[src/rtl/perf_window_ctrl.sv]
// Program-window cycle measurement: free-running cycle counter, start/stop capture
// strobes for the snapshot register, elapsed/run statistics and a paged display word.
module perf_window_ctrl #(
  parameter int unsigned RUNS_W = 16
) (
  input  logic        clk,
  input  logic        rst,
  input  logic        i_clear,
  input  logic        i_start_evt,
  input  logic        i_stop_evt,
  input  logic        i_disp_next,
  output logic [31:0] o_count,
  output logic        o_is_count,
  output logic        o_busy,
  output logic        o_done,
  output logic        o_overflow,
  output logic [31:0] o_elapsed,
  output logic [1:0]  o_disp_sel,
  output logic [31:0] o_disp_data
);

  localparam int unsigned CNT_W = 32;
  localparam logic [CNT_W-1:0] CNT_MAX = '1;

  typedef enum logic [1:0] {
    S_IDLE = 2'd0,
    S_RUN  = 2'd1,
    S_DONE = 2'd2
  } state_t;

  state_t              r_state;
  state_t              w_state_nxt;
  logic                w_start_acc;
  logic                w_stop_acc;
  logic                r_busy;
  logic                r_done;
  logic [CNT_W-1:0]    r_cyc_cnt;
  logic [CNT_W-1:0]    r_run_len;
  logic [CNT_W-1:0]    r_begin_q;
  logic [CNT_W-1:0]    r_end_q;
  logic [CNT_W-1:0]    r_count;
  logic [CNT_W-1:0]    r_elapsed;
  logic [RUNS_W-1:0]   r_runs;
  logic                r_is_count;
  logic                r_overflow;
  logic [1:0]          r_disp_sel;
  logic [CNT_W-1:0]    w_cyc_nxt;
  logic [CNT_W-1:0]    w_run_len_inc;
  logic [RUNS_W-1:0]   w_runs_inc;
  logic [CNT_W-1:0]    w_status;

  // Counter never holds 0: downstream reads a begin value of 0 as "unset"
  assign w_cyc_nxt     = (r_cyc_cnt == CNT_MAX) ? CNT_W'(1) : r_cyc_cnt + CNT_W'(1);
  assign w_run_len_inc = (r_run_len == CNT_MAX) ? CNT_MAX : r_run_len + CNT_W'(1);
  assign w_runs_inc    = (&r_runs) ? r_runs : r_runs + RUNS_W'(1);

  always_ff @(posedge clk) begin
    if (rst) begin
      r_state <= S_IDLE;
      r_busy  <= 1'b0;
      r_done  <= 1'b0;
    end else begin
      r_state <= w_state_nxt;
      r_busy  <= (w_state_nxt == S_RUN);
      r_done  <= (w_state_nxt == S_DONE);
    end
  end

  // Event acceptance: start only outside RUN, stop only inside RUN; clear drops both
  always_comb begin
    w_state_nxt = r_state;
    w_start_acc = 1'b0;
    w_stop_acc  = 1'b0;
    if (i_clear) begin
      w_state_nxt = S_IDLE;
    end else begin
      case (r_state)
        S_IDLE, S_DONE: begin
          if (i_start_evt) begin
            w_start_acc = 1'b1;
            w_state_nxt = S_RUN;
          end
        end
        S_RUN: begin
          if (i_stop_evt) begin
            w_stop_acc  = 1'b1;
            w_state_nxt = S_DONE;
          end
        end
        default: w_state_nxt = S_IDLE;
      endcase
    end
  end

  always_ff @(posedge clk) begin
    if (rst) begin
      r_cyc_cnt  <= CNT_W'(1);
      r_run_len  <= '0;
      r_begin_q  <= '0;
      r_end_q    <= '0;
      r_count    <= '0;
      r_elapsed  <= '0;
      r_runs     <= '0;
      r_is_count <= 1'b0;
      r_overflow <= 1'b0;
      r_disp_sel <= '0;
    end else begin
      r_cyc_cnt  <= w_cyc_nxt;
      r_is_count <= w_start_acc | w_stop_acc;
      if (i_disp_next) r_disp_sel <= r_disp_sel + 2'd1;
      if (i_clear) begin
        r_run_len  <= '0;
        r_begin_q  <= '0;
        r_end_q    <= '0;
        r_count    <= '0;
        r_elapsed  <= '0;
        r_runs     <= '0;
        r_overflow <= 1'b0;
      end else if (w_start_acc) begin
        r_begin_q  <= r_cyc_cnt;
        r_count    <= r_cyc_cnt;
        r_run_len  <= '0;
        r_overflow <= 1'b0;
      end else if (r_state == S_RUN) begin
        // Elapsed comes from run_len so it is immune to cycle-counter wrap
        r_run_len <= w_run_len_inc;
        if (w_run_len_inc == CNT_MAX) r_overflow <= 1'b1;
        if (w_stop_acc) begin
          r_end_q   <= r_cyc_cnt;
          r_count   <= r_cyc_cnt;
          r_elapsed <= w_run_len_inc;
          r_runs    <= w_runs_inc;
        end
      end
    end
  end

  always_comb begin
    w_status                = '0;
    w_status[CNT_W-1]       = r_overflow;
    w_status[CNT_W-2 -: 2]  = r_state;
    w_status[RUNS_W-1:0]    = r_runs;
    case (r_disp_sel)
      2'd0:    o_disp_data = r_elapsed;
      2'd1:    o_disp_data = r_begin_q;
      2'd2:    o_disp_data = r_end_q;
      default: o_disp_data = w_status;
    endcase
  end

  assign o_count    = r_count;
  assign o_is_count = r_is_count;
  assign o_busy     = r_busy;
  assign o_done     = r_done;
  assign o_overflow = r_overflow;
  assign o_elapsed  = r_elapsed;
  assign o_disp_sel = r_disp_sel;

endmodule

[config.mk]
export PLATFORM = sky130hd
export DESIGN_NAME = perf_window_ctrl
export DESIGN_NICKNAME = d
export VERILOG_FILES = /design/src/rtl/perf_window_ctrl.sv
export SDC_FILE = /design/constraint.sdc
export NUM_CORES = 1
export LEC_CHECK = 0
export BUFFER_PORTS_ARGS = -buffer_cell sky130_fd_sc_hd__buf_2
export CAP_MARGIN = 25
export CORE_ASPECT_RATIO = 0.75
export CORE_MARGIN = 2
export CORE_UTILIZATION = 35
export DETAILED_ROUTE_END_ITERATION = 16
export GPL_TIMING_DRIVEN = 0
export PLACE_DENSITY = 0.55
export SYNTH_ARGS = -nofsm -noshare
export SYNTH_HDL_FRONTEND = slang
export SYNTH_SLANG_ARGS = --single-unit
[constraint.sdc]
create_clock -name clk -period 3.15 [get_ports clk]
set_input_delay 0.945 -clock clk [delete_from_list [all_inputs] [get_ports clk]]
set_output_delay 0.945 -clock clk [all_outputs]
set_load 0.1 [all_outputs]
==> flow_summary_export.csv, run 1 <==
group,metric,value,unit
critical_path,path_common_cell,"sky130_fd_sc_hd__buf_12",
hold_path,worst_min_delay_path_class,"reg -> reg",
yosys,netlist_top_cells_area,"sky130_fd_sc_hd__dfxtp_1 (46%), sky130_fd_sc_hd__nor2_1 (5.9%), sky130_fd_sc_hd__a21oi_1 (4.9%), sky130_fd_sc_hd__nand2_1 (4.7%), sky130_fd_sc_hd__o221a_2 (3.6%)",
global_routing,number_of_global_route_vias_before_repair,8305,
critical_path,worst-path-max-fanout,5,
critical_path,worst-endpoint-required,2.20,ns
floorplanning,dieHeight,146,um
drt,routed_via_density,5.58,
floorplanning,rows,52,
finish,finalNetCount,1272,
timing,final.setup_skew,0.0102,ns
placement,preCtsSetupSlack,-0.382,ns
yosys,synth-warning-count,0,
critical_path,critical_path.endpoint_type,"primary output",
timing,final.min_clock_period,3.83,ns
yosys,synthMostInstantiatedCell,"sky130_fd_sc_hd__dfxtp_1",
timing,worst_slew_margin_rel,10.8,%
yosys,synthesis.nets,1124,
critical_path,slowest_stage,"sky130_fd_sc_hd__a222oi_1",
timing,setup_repair_after_global_routing_missed_its_margin,"true",
placement,globalplace.congestion,0.906,
cts,ctsHtreeMaxLevel,1,
cts,clk_latency,0.53,ns
critical_path,critPathMaxStageDelay,1.01,ns
yosys,synthArstFlopShare,0,%
timing,drv_slew,0,
status,run_status,"finished, violations left",
global_routing,number_of_antenna_violations_at_the_first_check_in_global_routing,0,
yosys,yosys_register_bits,216,
status,failed_checks,"setup timing",
timing,worst_pin_slew,1.34,ns
placement,detailed_place.area,0.0107,mm^2
pwr,vdd.ir_drop.worst,377,uV
drt,drc,0,
yosys,synth.yosys.seq_area_share,45.7,%
global_routing,grt_overflow_total,0,
drt,detail-route-antenna-nets,0,
finish,final_cells,1628,
placement,place.detailed.hpwl,24800,um
yosys,netlist-cell-type-count,48,
yosys,yosysTopAreaCellShare,45.7,%
critical_path,crit_chain,"buf_12, ha_4, buf_4, buf_6, a222oi_1, mux2i_4, buf_12",
pwr,power.total,6.40,mW
floorplanning,dieWidth,194,um
cts,cts-buffers-inserted,25,
critical_path,critPathKind,"reg -> out",
yosys,synthesis.instances,1111,
yosys,synth_top_area_cell,"sky130_fd_sc_hd__dfxtp_1",
global_routing,gr_util_met3,5.36,%
critical_path,cp-start-kind,"flop",
finish,layout.cell_area.non_filler,0.0121,mm^2
cts,cts_buffer_depth,3,
timing,timing.final.hold_violations,0,
cts,cts_hold_repair.buffers,0,
global_routing,grt_start_max_net_pins,14,
pwr,power_per_cell_area,530,mW/mm^2
placement,place.detailed.instances,1570,
timing,finalSetupViolations,20,
yosys,postSynth.topFlopCell,"sky130_fd_sc_hd__dfxtp_1",
yosys,netlist_area,0.00947,mm^2
finish,num_antenna_cells,0,
timing,final.period_utilization,122,%
global_routing,gr-usage-met2,31.1,%
drt,avgRoutedWirePerCell,20.6,um
global_routing,first_pass_grt_wire_length,50900,um
global_routing,gr-usage-all-layers,23.0,%
floorplanning,initial_utilization,35.3,%
yosys,synthesis.area_per_instance,8.52,um^2
finish,area_growth,27.6,%
yosys,number_of_flops_mapped_to_enable_cells_by_yosys,0,
finish,final_util,45.1,%
flow_run,max_cap_violations,0,
floorplanning,core_area,0.0268,mm^2
cts,clock_sink_count,216,
finish,layout_cells_sized_above_1,21.1,%
floorplanning,num_io_pins,108,
cts,worst_setup_hold_path_clk_slew,0.06,ns
placement,port_buffers,105,
global_routing,grt_util_met1,36.2,%
cts,ctsRootBufferMaster,"sky130_fd_sc_hd__clkbuf_16",
drt,detailedRoute.firstIterationViolations,972,
critical_path,crit_arrival,2.89,ns
yosys,synth_commonest_cells,"sky130_fd_sc_hd__dfxtp_1 (216), sky130_fd_sc_hd__nor2_1 (149), sky130_fd_sc_hd__nand2_1 (118), sky130_fd_sc_hd__a21oi_1 (93), sky130_fd_sc_hd__clkbuf_1 (79)",
timing,final_critical_path_setup_slack,-0.684,ns
drt,dr.pass1.iters,7,
timing,fmax,261,MHz
timing,final.hold.worst_slack,0.456,ns
timing,summed_negative_setup_slack_over_all_endpoints,-9.52,ns
drt,wirelength,33500,um
global_routing,globalRoute.busiestLayer,"met1",
drt,route.vias.total,9086,
pwr,static-leakage-power,4.35,nW
cts,clock_tree_from_tritoncts,"built",
floorplanning,design.die.area,0.0284,mm^2
==> state kept, by name, indices dropped and copies added, names as in the netlist, 2 cells and up <==
name,flops
o_count,32
o_elapsed,32
r_begin_q,32
r_cyc_cnt,32
r_end_q,32
r_run_len,32
r_runs,16
o_disp_sel,2
r_state,2
==> power by group <==
part / switching [mW] / internal (mW)
registers: 0.0326 / 2.77
clock network: 1.19 / 1.77
logic: 0.475 / 0.166
total: 1.70 / 4.70
==> placed cells by master (no fill, tap or decap), types with 5 or more instances in the layout <==
cell type | netlist | final
sky130_fd_sc_hd__clkinv_2 | 0 | 8
sky130_fd_sc_hd__nor3_1 | 15 | 15
sky130_fd_sc_hd__mux2i_4 | 0 | 19
sky130_fd_sc_hd__nand4_1 | 23 | 23
sky130_fd_sc_hd__clkbuf_1 | 79 | 66
sky130_fd_sc_hd__and3_1 | 16 | 16
sky130_fd_sc_hd__buf_4 | 0 | 19
sky130_fd_sc_hd__o221a_2 | 30 | 30
sky130_fd_sc_hd__clkbuf_16 | 0 | 27
sky130_fd_sc_hd__buf_1 | 8 | 7
sky130_fd_sc_hd__buf_6 | 0 | 11
sky130_fd_sc_hd__a311oi_1 | 9 | 9
sky130_fd_sc_hd__clkbuf_8 | 0 | 5
sky130_fd_sc_hd__nor4_1 | 9 | 8
sky130_fd_sc_hd__clkbuf_4 | 0 | 10
sky130_fd_sc_hd__xnor2_1 | 35 | 35
sky130_fd_sc_hd__buf_12 | 0 | 7
sky130_fd_sc_hd__nand2_1 | 118 | 117
sky130_fd_sc_hd__a21oi_1 | 93 | 93
sky130_fd_sc_hd__xor2_1 | 35 | 35
sky130_fd_sc_hd__a211oi_1 | 11 | 11
sky130_fd_sc_hd__and4_1 | 14 | 14
sky130_fd_sc_hd__buf_2 | 7 | 82
sky130_fd_sc_hd__a222oi_1 | 32 | 32
sky130_fd_sc_hd__nor2_2 | 0 | 15
sky130_fd_sc_hd__a31oi_1 | 9 | 9
sky130_fd_sc_hd__nand3_1 | 32 | 32
sky130_fd_sc_hd__o21ai_0 | 41 | 41
sky130_fd_sc_hd__dfxtp_1 | 216 | 214
sky130_fd_sc_hd__buf_8 | 0 | 6
sky130_fd_sc_hd__inv_1 | 25 | 23
sky130_fd_sc_hd__nor2_1 | 149 | 134
sky130_fd_sc_hd__o22ai_1 | 33 | 33
==> repair_timing <==
action                                  4_1_cts  5_1_grt
gates resized for setup                      74       46
endpoints found under the setup margin       54       45
pin swaps                                    21       15
gates cloned                                  1        0
setup buffers                                 9        6
==> kinds of logic after synthesis <==
kind of cell	Yosys count	share of synthesized area, %
xor gates and xnor gates	70	6.47
muxes	23	2.44
DFF	216	45.7
buffers and inverters	119	4.81
AOI/OAI and AO/OA	275	20.0
adders and majority gates	7	0.925
and+or+nand+nor	401	19.7
==> area by class of cell <==
class | instances | area, um^2
plain buffers | 92 | 453
well taps | 351 | 439
repair buffers | 123 | 903
clock inverters | 15 | 163
inverters | 25 | 96.3
clock buffers | 30 | 674
fillers | 2660 | 14700
multi-input cells | 776 | 5020
flip-flops and latches | 216 | 4330
==> final timing paths <==
check	startpoint	to	slack [ns]	cells after the start
worst max-delay path	o_disp_sel[0]$_SDFFE_PP0P_	o_disp_data[7]	-0.68	7
worst min-delay path	r_end_q[0]$_SDFFE_PP0P_	r_end_q[0]$_SDFFE_PP0P_	0.46	2
worst max register to register	r_run_len[0]$_SDFFE_PP0N_	o_overflow$_SDFFE_PP0P_	0.17	10
worst min register to register	r_end_q[0]$_SDFFE_PP0P_	r_end_q[0]$_SDFFE_PP0P_	0.46	2
==> metal layers <==
| metal | vias up | wire [um] |
|---|---|---|
| li1 | 4317 | - |
| met1 | 4351 | 16700 |
| met2 | 373 | 13200 |
| met3 | 45 | 2860 |
| met4 | 0 | 736 |
| met5 | - | 0 |
==> critical path: cells and delay by family, from the launching register on <==
kind	cells	cell delay, ns
adders and majority gates	1	0.18
muxes	1	0.16
buffers and inverters	4	0.64
DFF	1	0.37
AOI/OAI and AO/OA	1	1.01
Power figures use the tool's default switching activity.
==> run 2, diff against run 1 <==
ABC_AREA = 1   (was not set)
==> run 2 against run 1 <==
Against the previous run: the flow now finishes without violations; non-clock buffer count shrank 40; synthesized cell count grew 31%; sequential share of layout area shrank 1.1 points; clock skew grew 0.0066 ns; clock power shrank 3%; critical path type unchanged; largest power group unchanged; highest routed layer unchanged.
==> flow_summary_export.csv, run 2 <==
group,metric,value,unit
drt,dr.pass1.iters,7,
status,run_status,"completed",
cts,clock_sink_count,216,
cts,clk_latency,0.52,ns
finish,multi_input_area,0.00505,mm^2
yosys,muxShareOfSynthArea,0,%
yosys,synthesis.instances,1455,
global_routing,grt_start_max_net_pins,15,
drt,avgRoutedWirePerCell,17.0,um
finish,num_antenna_cells,0,
global_routing,grt_overflow_total,0,
yosys,synthArstFlopShare,0,%
cts,cts_hold_repair.buffers,0,
floorplanning,dieHeight,151,um
flow_run,max_cap_violations,0,
critical_path,setup.worst_path.start,"o_disp_sel[1]$_SDFFE_PP0P_",
yosys,synth-compound-area-share,19.2,%
cts,worst_setup_hold_path_clk_slew,0.07,ns
yosys,synth-adder-area-share,0.871,%
floorplanning,num_io_pins,108,
timing,final.setup_skew,0.0167,ns
yosys,postSynth.topFlopCell,"sky130_fd_sc_hd__dfxtp_1",
cts,cts_buffer_depth,3,
timing,finalSetupViolations,0,
pwr,power_per_cell_area,511,mW/mm^2
timing,timing.final.hold_violations,0,
floorplanning,dieWidth,200,um
global_routing,gr-usage-all-layers,22.2,%
yosys,combinational_family_with_the_most_area_after_synthesis,"simple AND/OR/NAND/NOR gates",
finish,most_common_library_cell_in_the_layout_ignoring_fill_and_taps,"sky130_fd_sc_hd__nand2_1",
critical_path,critical_path.endpoint_type,"primary output",
floorplanning,rows,53,
global_routing,first_pass_grt_wire_length,51300,um
floorplanning,core_area,0.0281,mm^2
yosys,number_of_flops_mapped_to_enable_cells_by_yosys,0,
drt,route.vias.total,9895,
yosys,synthesis.nets,1468,
yosys,synthesis.area_per_instance,6.91,um^2
pwr,static-leakage-power,5.02,nW
finish,register_area,0.00433,mm^2
critical_path,worst-path-max-fanout,10,
timing,worst_pin_slew,0.676,ns
timing,summed_negative_setup_slack_over_all_endpoints,0,ns
floorplanning,design.die.area,0.0301,mm^2
critical_path,cp-start-kind,"flop",
yosys,yosys_register_bits,216,
yosys,yosys.area_share.xor_xnor,1.05,%
timing,final.min_clock_period,3.07,ns
finish,n_fill_cell,2967,
global_routing,number_of_antenna_violations_at_the_first_check_in_global_routing,0,
drt,wirelength,33700,um
yosys,netlist-cell-type-count,40,
yosys,synth_commonest_cells,"sky130_fd_sc_hd__nand2_1 (313), sky130_fd_sc_hd__dfxtp_1 (216), sky130_fd_sc_hd__a21oi_1 (183), sky130_fd_sc_hd__inv_1 (174), sky130_fd_sc_hd__o21ai_0 (148)",
critical_path,worst-endpoint-required,2.20,ns
cts,clock_tree_from_tritoncts,"built",
drt,routed_via_density,4.98,
drt,drc,0,
yosys,synthMostInstantiatedCell,"sky130_fd_sc_hd__nand2_1",
drt,detailedRoute.firstIterationViolations,533,
cts,ctsRootBufferMaster,"sky130_fd_sc_hd__clkbuf_16",
critical_path,crit_arrival,2.13,ns
hold_path,hold_path.startpoint,"r_end_q[30]$_SDFFE_PP0P_",
global_routing,number_of_global_route_vias_before_repair,9038,
finish,finalNetCount,1599,
floorplanning,initial_utilization,35.8,%
yosys,synth_top_area_cell,"sky130_fd_sc_hd__dfxtp_1",
timing,worst_slew_margin_rel,54.9,%
yosys,yosys.area_share.simple,26.2,%
finish,layout.cells.most_common_list,"sky130_fd_sc_hd__nand2_1 (313), sky130_fd_sc_hd__dfxtp_1 (214), sky130_fd_sc_hd__a21oi_1 (180), sky130_fd_sc_hd__inv_1 (173), sky130_fd_sc_hd__o21ai_0 (148)",
timing,drv_slew,0,
finish,layout.cell_area.non_filler,0.0124,mm^2
timing,final.period_utilization,97.6,%
hold_path,worst_min_delay_path_class,"reg -> reg",
cts,ctsHtreeMaxLevel,1,
pwr,vdd.ir_drop.worst,346,uV
placement,detailed_place.area,0.0114,mm^2
yosys,synth.yosys.seq_area_share,43.0,%
finish,layout_cells_sized_above_1,14.2,%
drt,detail-route-antenna-nets,0,
timing,setup_repair_after_global_routing_missed_its_margin,"true",
yosys,synth-warning-count,0,
critical_path,worstReg2RegStart,"r_cyc_cnt[1]$_SDFF_PP0_",
placement,place.detailed.hpwl,26400,um
yosys,netlist_top_cells_area,"sky130_fd_sc_hd__dfxtp_1 (43%), sky130_fd_sc_hd__nand2_1 (12%), sky130_fd_sc_hd__a21oi_1 (9.1%), sky130_fd_sc_hd__o21ai_0 (7.4%), sky130_fd_sc_hd__inv_1 (6.5%)",
placement,globalplace.congestion,0.890,
placement,port_buffers,107,
critical_path,critPathKind,"reg -> out",
yosys,yosysTopAreaCellShare,43.0,%
pwr,power.total,6.36,mW
yosys,netlist_area,0.0101,mm^2
cts,cts-buffers-inserted,23,
timing,fmax,325,MHz
finish,area_growth,23.8,%
## run 2: cell types whose count changed after synthesis, sizes merged, moves of 32 or more
cell	previous run	this run
a21oi	93	184
nand3	32	67
a222oi	32	0
xnor2	35	1
inv	25	180
nand2	118	317
o22ai	34	0
o21ai	41	159
## run 2: path summary, 6_finish.rpt
path | end | slack, ns | cells past startpoint
setup / recovery | o_disp_data[0] | 0.08 | 5
hold / removal | r_end_q[30]$_SDFFE_PP0P_ | 0.45 | 2
setup reg to reg | r_cyc_cnt[11]$_SDFF_PP0_ | 0.52 | 11
hold reg to reg | r_end_q[30]$_SDFFE_PP0P_ | 0.45 | 2
## run 2: where the power goes
part	internal, mW	leakage [nW]	total [mW]	switching (mW)
registers	2.77	1.75	2.81	0.0353
clock network	1.70	0.391	2.87	1.17
logic	0.143	2.88	0.684	0.541
total	4.62	5.02	6.36	1.74
## run 2: kinds of logic (layout without fill, tap and decap cells)
group	count (synthesis)	count (layout)
compound gates	367	367
simple gates	603	603
buf+inv	250	398
flops	216	216
fa+ha+maj	7	7
xor+xnor	12	12
## run 2: final cells by class
type | count | area share, %
clock inverter | 7 | 0.764
buffer | 68 | 2.83
tap | 385 | 3.87
clock buffer | 35 | 5.63
sequential | 216 | 34.8
timing repair buffer | 107 | 6.06
inverter | 181 | 5.46
multi-input combinational | 989 | 40.6
## run 2: per-stage QoR
stage	instances	util [%]	hold slack [ns]	setup slack (ns)
6_report	1988	44.3	0.455	0.0761
4_1_cts	1988	43.9	0.454	0.00789
3_5_place_dp	1947	40.4	0.445	-0.0434
3_3_place_gp	1947	40.4	0.437	-0.0365
5_1_grt	1988	44.3	0.486	-0.0148
2_1_floorplan	1455	-	0.427	0.00893
## run 2: metal layers
| layer | track usage, % | up-vias | part of all wire (%) |
|---|---|---|---|
| li1 | - | 5015 | - |
| met5 | 0 | - | 0 |
| met2 | 32.2 | 250 | 41 |
| met1 | 34.5 | 4596 | 53 |
| met3 | 3.56 | 34 | 5.5 |
| met4 | 3.63 | 0 | 1.2 |
## run 2: repair_timing
item	CTS	global route
gates resized for setup	68	42
buffers inserted	0	0
setup endpoints to repair	32	31
pin swaps	0	1
## run 2: worst max-delay path, stage by stage (launching register included)
cell                       delay, ns
sky130_fd_sc_hd__dfxtp_4        0.38
sky130_fd_sc_hd__ha_2           0.34
sky130_fd_sc_hd__clkbuf_8       0.28
sky130_fd_sc_hd__a21oi_1        0.09
sky130_fd_sc_hd__a32oi_4        0.27
sky130_fd_sc_hd__buf_8          0.24
